### config.mk
export PLATFORM = sky130hd
export DESIGN_NAME = puf_response_collector
export DESIGN_NICKNAME = d
export VERILOG_FILES = /design/src/rtl/puf_response_collector.sv
export SDC_FILE = /design/constraint.sdc
export NUM_CORES = 1
export LEC_CHECK = 0
export BUFFER_PORTS_ARGS = -buffer_cell sky130_fd_sc_hd__buf_4
export CAP_MARGIN = 20
export CORE_UTILIZATION = 55
export CTS_BUF_LIST = sky130_fd_sc_hd__clkbuf_16
export CTS_CLUSTER_SIZE = 20
export DETAILED_ROUTE_END_ITERATION = 10
export PLACE_DENSITY_LB_ADDON = 0.25
export SYNTH_ARGS = -nofsm -noshare
export SYNTH_HDL_FRONTEND = slang
export SYNTH_SLANG_ARGS = --single-unit
### constraint.sdc
create_clock -name clk -period 2.2 [get_ports clk]
set_input_delay 0.44 -clock clk [delete_from_list [all_inputs] [get_ports clk]]
set_output_delay 0.44 -clock clk [all_outputs]
set_load 0.02 [all_outputs]
### src/rtl/puf_response_collector.sv
// Sequences RESP_BITS arbiter races (clear, race, capture) and shifts each winner bit into a response word.
// Each bit costs SETTLE_CYCLES + D + 1 cycles; the word is held on resp_valid until resp_ready, with no new request accepted meanwhile.
module puf_response_collector #(
  parameter int RESP_BITS      = 32,
  parameter int CHAL_WIDTH     = 8,
  parameter int SETTLE_CYCLES  = 4,
  parameter int TIMEOUT_CYCLES = 4096
) (
  input  logic                  clk,
  input  logic                  reset,
  input  logic                  start,
  input  logic [CHAL_WIDTH-1:0] challenge_seed,
  output logic [CHAL_WIDTH-1:0] chal,
  output logic                  race_reset,
  input  logic                  arb_done,
  input  logic                  arb_out,
  output logic                  busy,
  output logic                  resp_valid,
  input  logic                  resp_ready,
  output logic [RESP_BITS-1:0]  resp_data,
  output logic                  timeout_err
);

  localparam int BIT_W = (RESP_BITS > 1) ? $clog2(RESP_BITS) : 1;
  localparam int SET_W = (SETTLE_CYCLES > 1) ? $clog2(SETTLE_CYCLES) : 1;
  localparam int TO_W  = (TIMEOUT_CYCLES > 1) ? $clog2(TIMEOUT_CYCLES) : 1;

  localparam logic [BIT_W-1:0] LAST_BIT   = BIT_W'(RESP_BITS - 1);
  localparam logic [SET_W-1:0] SETTLE_END = SET_W'(SETTLE_CYCLES - 1);
  localparam logic [TO_W-1:0]  TO_END     = TO_W'(TIMEOUT_CYCLES - 1);

  typedef enum logic [2:0] {IDLE, CLEAR, RACE, CAPTURE, PRESENT} state_t;

  state_t           state;
  logic [BIT_W-1:0] bit_idx;
  logic [SET_W-1:0] settle_cnt;
  logic [TO_W-1:0]  to_cnt;
  logic             timed_out;
  logic             done_meta, done_s;
  logic             out_meta, out_s;
  logic             cap_bit;

  // A timed-out race contributes 0 regardless of whatever the arbiter shows.
  assign cap_bit = out_s & ~timed_out;

  always_ff @(posedge clk) begin
    if (reset) begin
      state       <= IDLE;
      race_reset  <= 1'b1;
      chal        <= '0;
      busy        <= 1'b0;
      resp_valid  <= 1'b0;
      resp_data   <= '0;
      timeout_err <= 1'b0;
      bit_idx     <= '0;
      settle_cnt  <= '0;
      to_cnt      <= '0;
      timed_out   <= 1'b0;
      done_meta   <= 1'b0;
      done_s      <= 1'b0;
      out_meta    <= 1'b0;
      out_s       <= 1'b0;
    end else begin
      done_meta <= arb_done;
      done_s    <= done_meta;
      out_meta  <= arb_out;
      out_s     <= out_meta;

      case (state)
        IDLE: begin
          if (start) begin
            chal        <= challenge_seed;
            bit_idx     <= '0;
            timeout_err <= 1'b0;
            busy        <= 1'b1;
            settle_cnt  <= '0;
            race_reset  <= 1'b1;
            state       <= CLEAR;
          end
        end
        CLEAR: begin
          if (settle_cnt == SETTLE_END) begin
            race_reset <= 1'b0;
            to_cnt     <= '0;
            timed_out  <= 1'b0;
            state      <= RACE;
          end else begin
            settle_cnt <= settle_cnt + SET_W'(1);
          end
        end
        RACE: begin
          // done_s is checked first so a result landing on the last allowed cycle still counts.
          if (done_s) begin
            state <= CAPTURE;
          end else if (to_cnt == TO_END) begin
            timed_out   <= 1'b1;
            timeout_err <= 1'b1;
            state       <= CAPTURE;
          end else begin
            to_cnt <= to_cnt + TO_W'(1);
          end
        end
        CAPTURE: begin
          resp_data  <= RESP_BITS'({resp_data, cap_bit});
          race_reset <= 1'b1;
          bit_idx    <= bit_idx + BIT_W'(1);
          chal       <= chal + CHAL_WIDTH'(1);
          settle_cnt <= '0;
          if (bit_idx == LAST_BIT) begin
            resp_valid <= 1'b1;
            state      <= PRESENT;
          end else begin
            state <= CLEAR;
          end
        end
        PRESENT: begin
          if (resp_ready) begin
            resp_valid <= 1'b0;
            busy       <= 1'b0;
            state      <= IDLE;
          end
        end
        default: state <= IDLE;
      endcase
    end
  end

endmodule
### After elaboration in Yosys (flattened, before gate mapping)

Cells that the tools add are included.

| cells by class | value |
|---|---|
| $add $sub $neg | 4 |
| $mul | 0 |
| div/mod/pow operators | 0 |
| magnitude comparators | 0 |
| equality and inequality tests | 16 |
| shifts and indexed selects | 0 |
| muxes and demuxes | 30 |
| bitwise operators | 2 |
| reduce and logical (&&, ||, !) cells | 16 |

Operators with widths:

| operator | number |
|---|---|
| $mux 12 | 3 |
| $pmux 12 s2 | 1 |
| $mux 3 | 6 |
| $ne 2x2->1 const B | 8 |
| $pmux 8 s2 | 1 |
| $reduce_and 4->1 | 4 |
| $pmux 3 s5 | 1 |
| $add 12x1->12 const B | 1 |
| $eq 12x12->1 const B | 1 |
| $reduce_and 3->1 | 4 |
| $pmux 5 s2 | 1 |
| $reduce_bool 2->1 | 5 |
| $add 8x1->8 const B | 1 |
| $mux 8 | 1 |
| $pmux 1 s2 | 4 |
| $mux 1 | 7 |
| $eq 3x2->1 const B | 2 |
| $pmux 2 s3 | 1 |
| $add 5x1->5 const B | 1 |
| $eq 5x5->1 const B | 1 |
| $mux 5 | 1 |
| $mux 2 | 2 |
| $eq 3x1->1 const B | 1 |
| $eq 3x3->1 const B | 1 |
| 9 further kinds | 9 |

| storage, ports and cells | value |
|---|---|
| register bits | 71 |
| bits in latches | 0 |
| RAM bits | 0 |
| bits in read-only memories | 0 |
| bits of input ports | 14 |
| output and inout port bits | 44 |
| logic and storage cells | 83 |
| memories kept | 0 |

### Longest topological paths before layout

| logic depth | value |
|---|---|
| depth after elaboration | 4 |
| gate-level depth with buffers | 7 |
| gate-level depth less buffers | 6 |

### Worst setup path after synthesis

Ideal clock, no wire load.

| timing | value |
|---|---|
| kind | reg2reg |
| from | register to_cnt[0] |
| to | register to_cnt[9] |
| library setup time | 0.118 ns |
| data arrival time | 1.763 ns |
| required time | 2.082 ns |
| path slack | 0.319 ns |
| stages on the path, launching flop included | 8 |
| path buffers | 2 |
| period minus slack after synthesis | 1.881 ns |
| cell sequence | dfxtp_1 -> ha_1 -> and4_1 -> buf_6 -> and4_4 -> buf_6 -> or4_4 -> mux2i_1 |

| between the ends | value |
|---|---|
| word-level cells in the longest chain between the ends | 4 |
| elaborated cells between the ends (all ways) | 7 |
| classes of those cells | add/sub: 1; eq/ne: 2; mux: 3; reduce/logical: 1 |

Ends and longest elaborated chain:

| item | line | RTL |
|---|---|---|
| start, declared | 37 | `logic [TO_W-1:0] to_cnt;` |
| start signal, assigned | 100 | `to_cnt <= to_cnt + TO_W'(1);` |
| $add 12x1->12 | 100 |  |
| $mux 12 | 95 | `end else if (to_cnt == TO_END) begin` |
| $mux 12 | 93 | `if (done_s) begin` |
| $pmux 12 s2 | 69 | `case (state)` |

Several ways; a longest one is shown, not always the timed one. The select of a mux whose other input is x is not followed.
A chain may end at the register's enable or synchronous reset.

### Worst setup path in the final report

| timing | value |
|---|---|
| from | register state[0] |
| to | register settle_cnt[0] |

| between the ends | value |
|---|---|
| word-level cells in the longest chain between the ends | 3 |
| elaborated cells between the ends (all ways) | 8 |
| classes of those cells | eq/ne: 4; mux: 1; reduce/logical: 3 |

Ends and longest elaborated chain:

| item | line | RTL |
|---|---|---|
| start, declared | 34 | `state_t state;` |
| start signal, assigned | 48 | `state <= IDLE;` |
| start signal, assigned | 78 | `state <= CLEAR;` |
| start signal, assigned | 86 | `state <= RACE;` |
| $eq 3x1->1, or another cell as far along | 69 |  |
| $ne 2x2->1 (no source line) or $reduce_bool 3->1 (tied branches) | n/a |  |
| $reduce_and 3->1 (no source line) | n/a |  |
| end signal, assigned | 88 | `settle_cnt <= settle_cnt + SET_W'(1);` |
| end, declared | 36 | `logic [SET_W-1:0] settle_cnt;` |

Several ways; a longest one is shown, not always the timed one.

==> results.toml <==
[synthesis]
synth_nets = 390
seq_area_frac_synth = 0.458
synth_cell_types = 57
synth-async-reset-ratio = 0
syn_area_mm2 = 0.00311
synth_edf_count = 0
synth_area_per_cell_um2 = 8.37
ys.flop_type = "dfxtp_1"
synth.ff_latch_count = 71
yosysTopAreaCell = "dfxtp_1"
yosys-top-cells-count = "nand2_1 (81), dfxtp_1 (71), a21oi_1 (44)"
yosysMostFrequentCell = "nand2_1"
yosys_warnings = 0
synth_top_area_frac = 0.458
synth_cells = 371
netlist_top_cells_area = "dfxtp_1 (46%), nand2_1 (9.8%), a21oi_1 (7.1%)"

[routing]
vias = 2871
vias_per_cell = 5.74
drtIter0Drc = 181
dr.pass1.iters = 5
drt_wl_total_um = 7160
ant_nets = 0
wire_per_inst_um = 14.3
drcViolationCount = 0

[layout]
layoutNonFillerInstCount = 500
fin_util = 0.743
fin_nets = 444
final_area_mm2 = 0.00391
num_antenna_cells = 0
syn_to_final_growth_pct = 26.0
drive_above_1_share = 0.223
fillers = 409

[sta]
period_minus_slack_ns = 1.98
clock.fmax_ghz = 0.505
finClkSkew_ns = 0.00768
hold_viol_final = 0
maxSlewViolCount = 0
worst_pin_slew_ns = 0.603
fin_hold_ws_ns = 0.328
setup_viol = 0
finalCritPeriodShare = 0.900
worst_slack_ns = 0.219
rsz0062_at_grt = "no"
setup_tns_ns = 0
slew_headroom = 0.594

[hold_path]
hold_depth = 2
min_path_type = "input port to register"

[power_and_ir_drop]
irDropWorstVdd_mv = 0.599
leakagePower_nw = 1.52
p_per_area_mw_per_mm2 = 839
power_mw = 3.29

[cts]
clk-insertion-delay-late_ns = 0.34
cts_buffer_depth = 2
cts_made_buffers = 9
cts_tree = "built"
cts_setup_buffers = 0
clock-sinks = 71
clk_pin_slew_ns = 0.06
cts_resized = 0
htree_levels = 3
clockRootBuffer = "clkbuf_16"
hold_buffers = 0

[global_routing]
grt_max_degree = 47
grt_pass1_wl_um = 12000
grtUsageTotal = 0.251
grt_pass1_vias = 2607
antenna_found_initial = 0
overflow = 0

[floorplan]
initial_core_util = 0.590
die_y_um = 77.2
row_count = 26
num_io_pins = 58
dieArea_mm2 = 0.00595
core_mm2 = 0.00527
dieWidth_um = 77.2

[critical_path]
required_ns = 2.43
critPathMaxFanout = 13
ff2ff_path_depth = 5
endpoint_kind = "register"
crit_arrival_ns = 2.21
cp-start-kind = "register"
path_class = "register to register"

[place]
io_buffers = 57
hpwl_um = 4730
dp_slack_ns = 0.274
gp_congestion = 0.858
post_dp_cell_area_mm2 = 0.00358
placed_cells = 484

[flow_run]
max_cap_viol_count = 0

[status]
status = "completed"
## path summary, 6_finish.rpt
path,from,endpoint,slack [ns]
setup / recovery,state[0],settle_cnt[0],0.22
hold / removal,arb_done,done_meta,0.33
setup reg to reg,state[0],settle_cnt[0],0.22
hold reg to reg,done_meta,done_s,0.45
## power by group
part	switching (mW)	internal (mW)
Combinational	0.171	0.138
Clock	0.579	1.01
Sequential	0.0642	1.33
Total	0.814	2.47
## cell type report
class / count / area [um2] / share of cell area
Inverter: 7 / 26.3 / 0.00671
Timing Repair Buffer: 66 / 508 / 0.130
Multi-Input combinational cell: 270 / 1540 / 0.394
Tap cell: 70 / 87.6 / 0.0224
Sequential cell: 71 / 1420 / 0.363
Clock buffer: 9 / 225 / 0.0575
Clock inverter: 7 / 104 / 0.0265
## layer usage
metal / routed length (um) / vias up / GRT usage / part of all wire
met2: 3570 / 81 / 0.423 / 0.50
met5: 0 / - / 0 / 0
met3: 352 / 12 / 0.0631 / 0.049
li1: - / 1428 / - / -
met1: 3090 / 1350 / 0.300 / 0.43
met4: 144 / 0 / 0.113 / 0.020
## state kept, by name, indices dropped and copies added (netlist names)
name         count
bit_idx          5
busy             1
chal             8
done_meta        1
done_s           1
out_meta         1
out_s            1
race_reset       1
resp_data       32
resp_valid       1
settle_cnt       2
state            3
timed_out        1
timeout_err      1
to_cnt          12
## worst max-delay path, stage by stage (launching register included)
cell	delay, ns
dfxtp_1	0.63
buf_4	0.25
nor2b_1	0.06
a2111oi_2	0.53
a211oi_2	0.13
o31ai_1	0.28
## logic make-up after synthesis
| logic type | count (synthesis) | synth area share |
|---|---|---|
| buffers and inverters | 30 | 0.0463 |
| muxes | 3 | 0.00967 |
| AOI/OAI and AO/OA | 99 | 0.201 |
| adders and majority gates | 5 | 0.0201 |
| DFF | 71 | 0.458 |
| and+or+nand+nor | 163 | 0.265 |
## cells in the final DEF, fill, tap and decap left out, types with 4 or more instances in the layout
master	netlist	routed
a211oi_1	5	5
a21oi_1	44	44
a31oi_1	10	10
and3_1	5	5
buf_4	1	65
clkbuf_16	0	9
dfxtp_1	71	71
ha_1	5	5
inv_1	7	7
nand2_1	81	81
nand3_1	8	8
nand3b_1	6	6
nand4_1	6	6
nor2_1	24	24
nor2b_1	6	6
o21ai_0	10	10
o31ai_1	4	4
(Power assumes the default switching activity.)
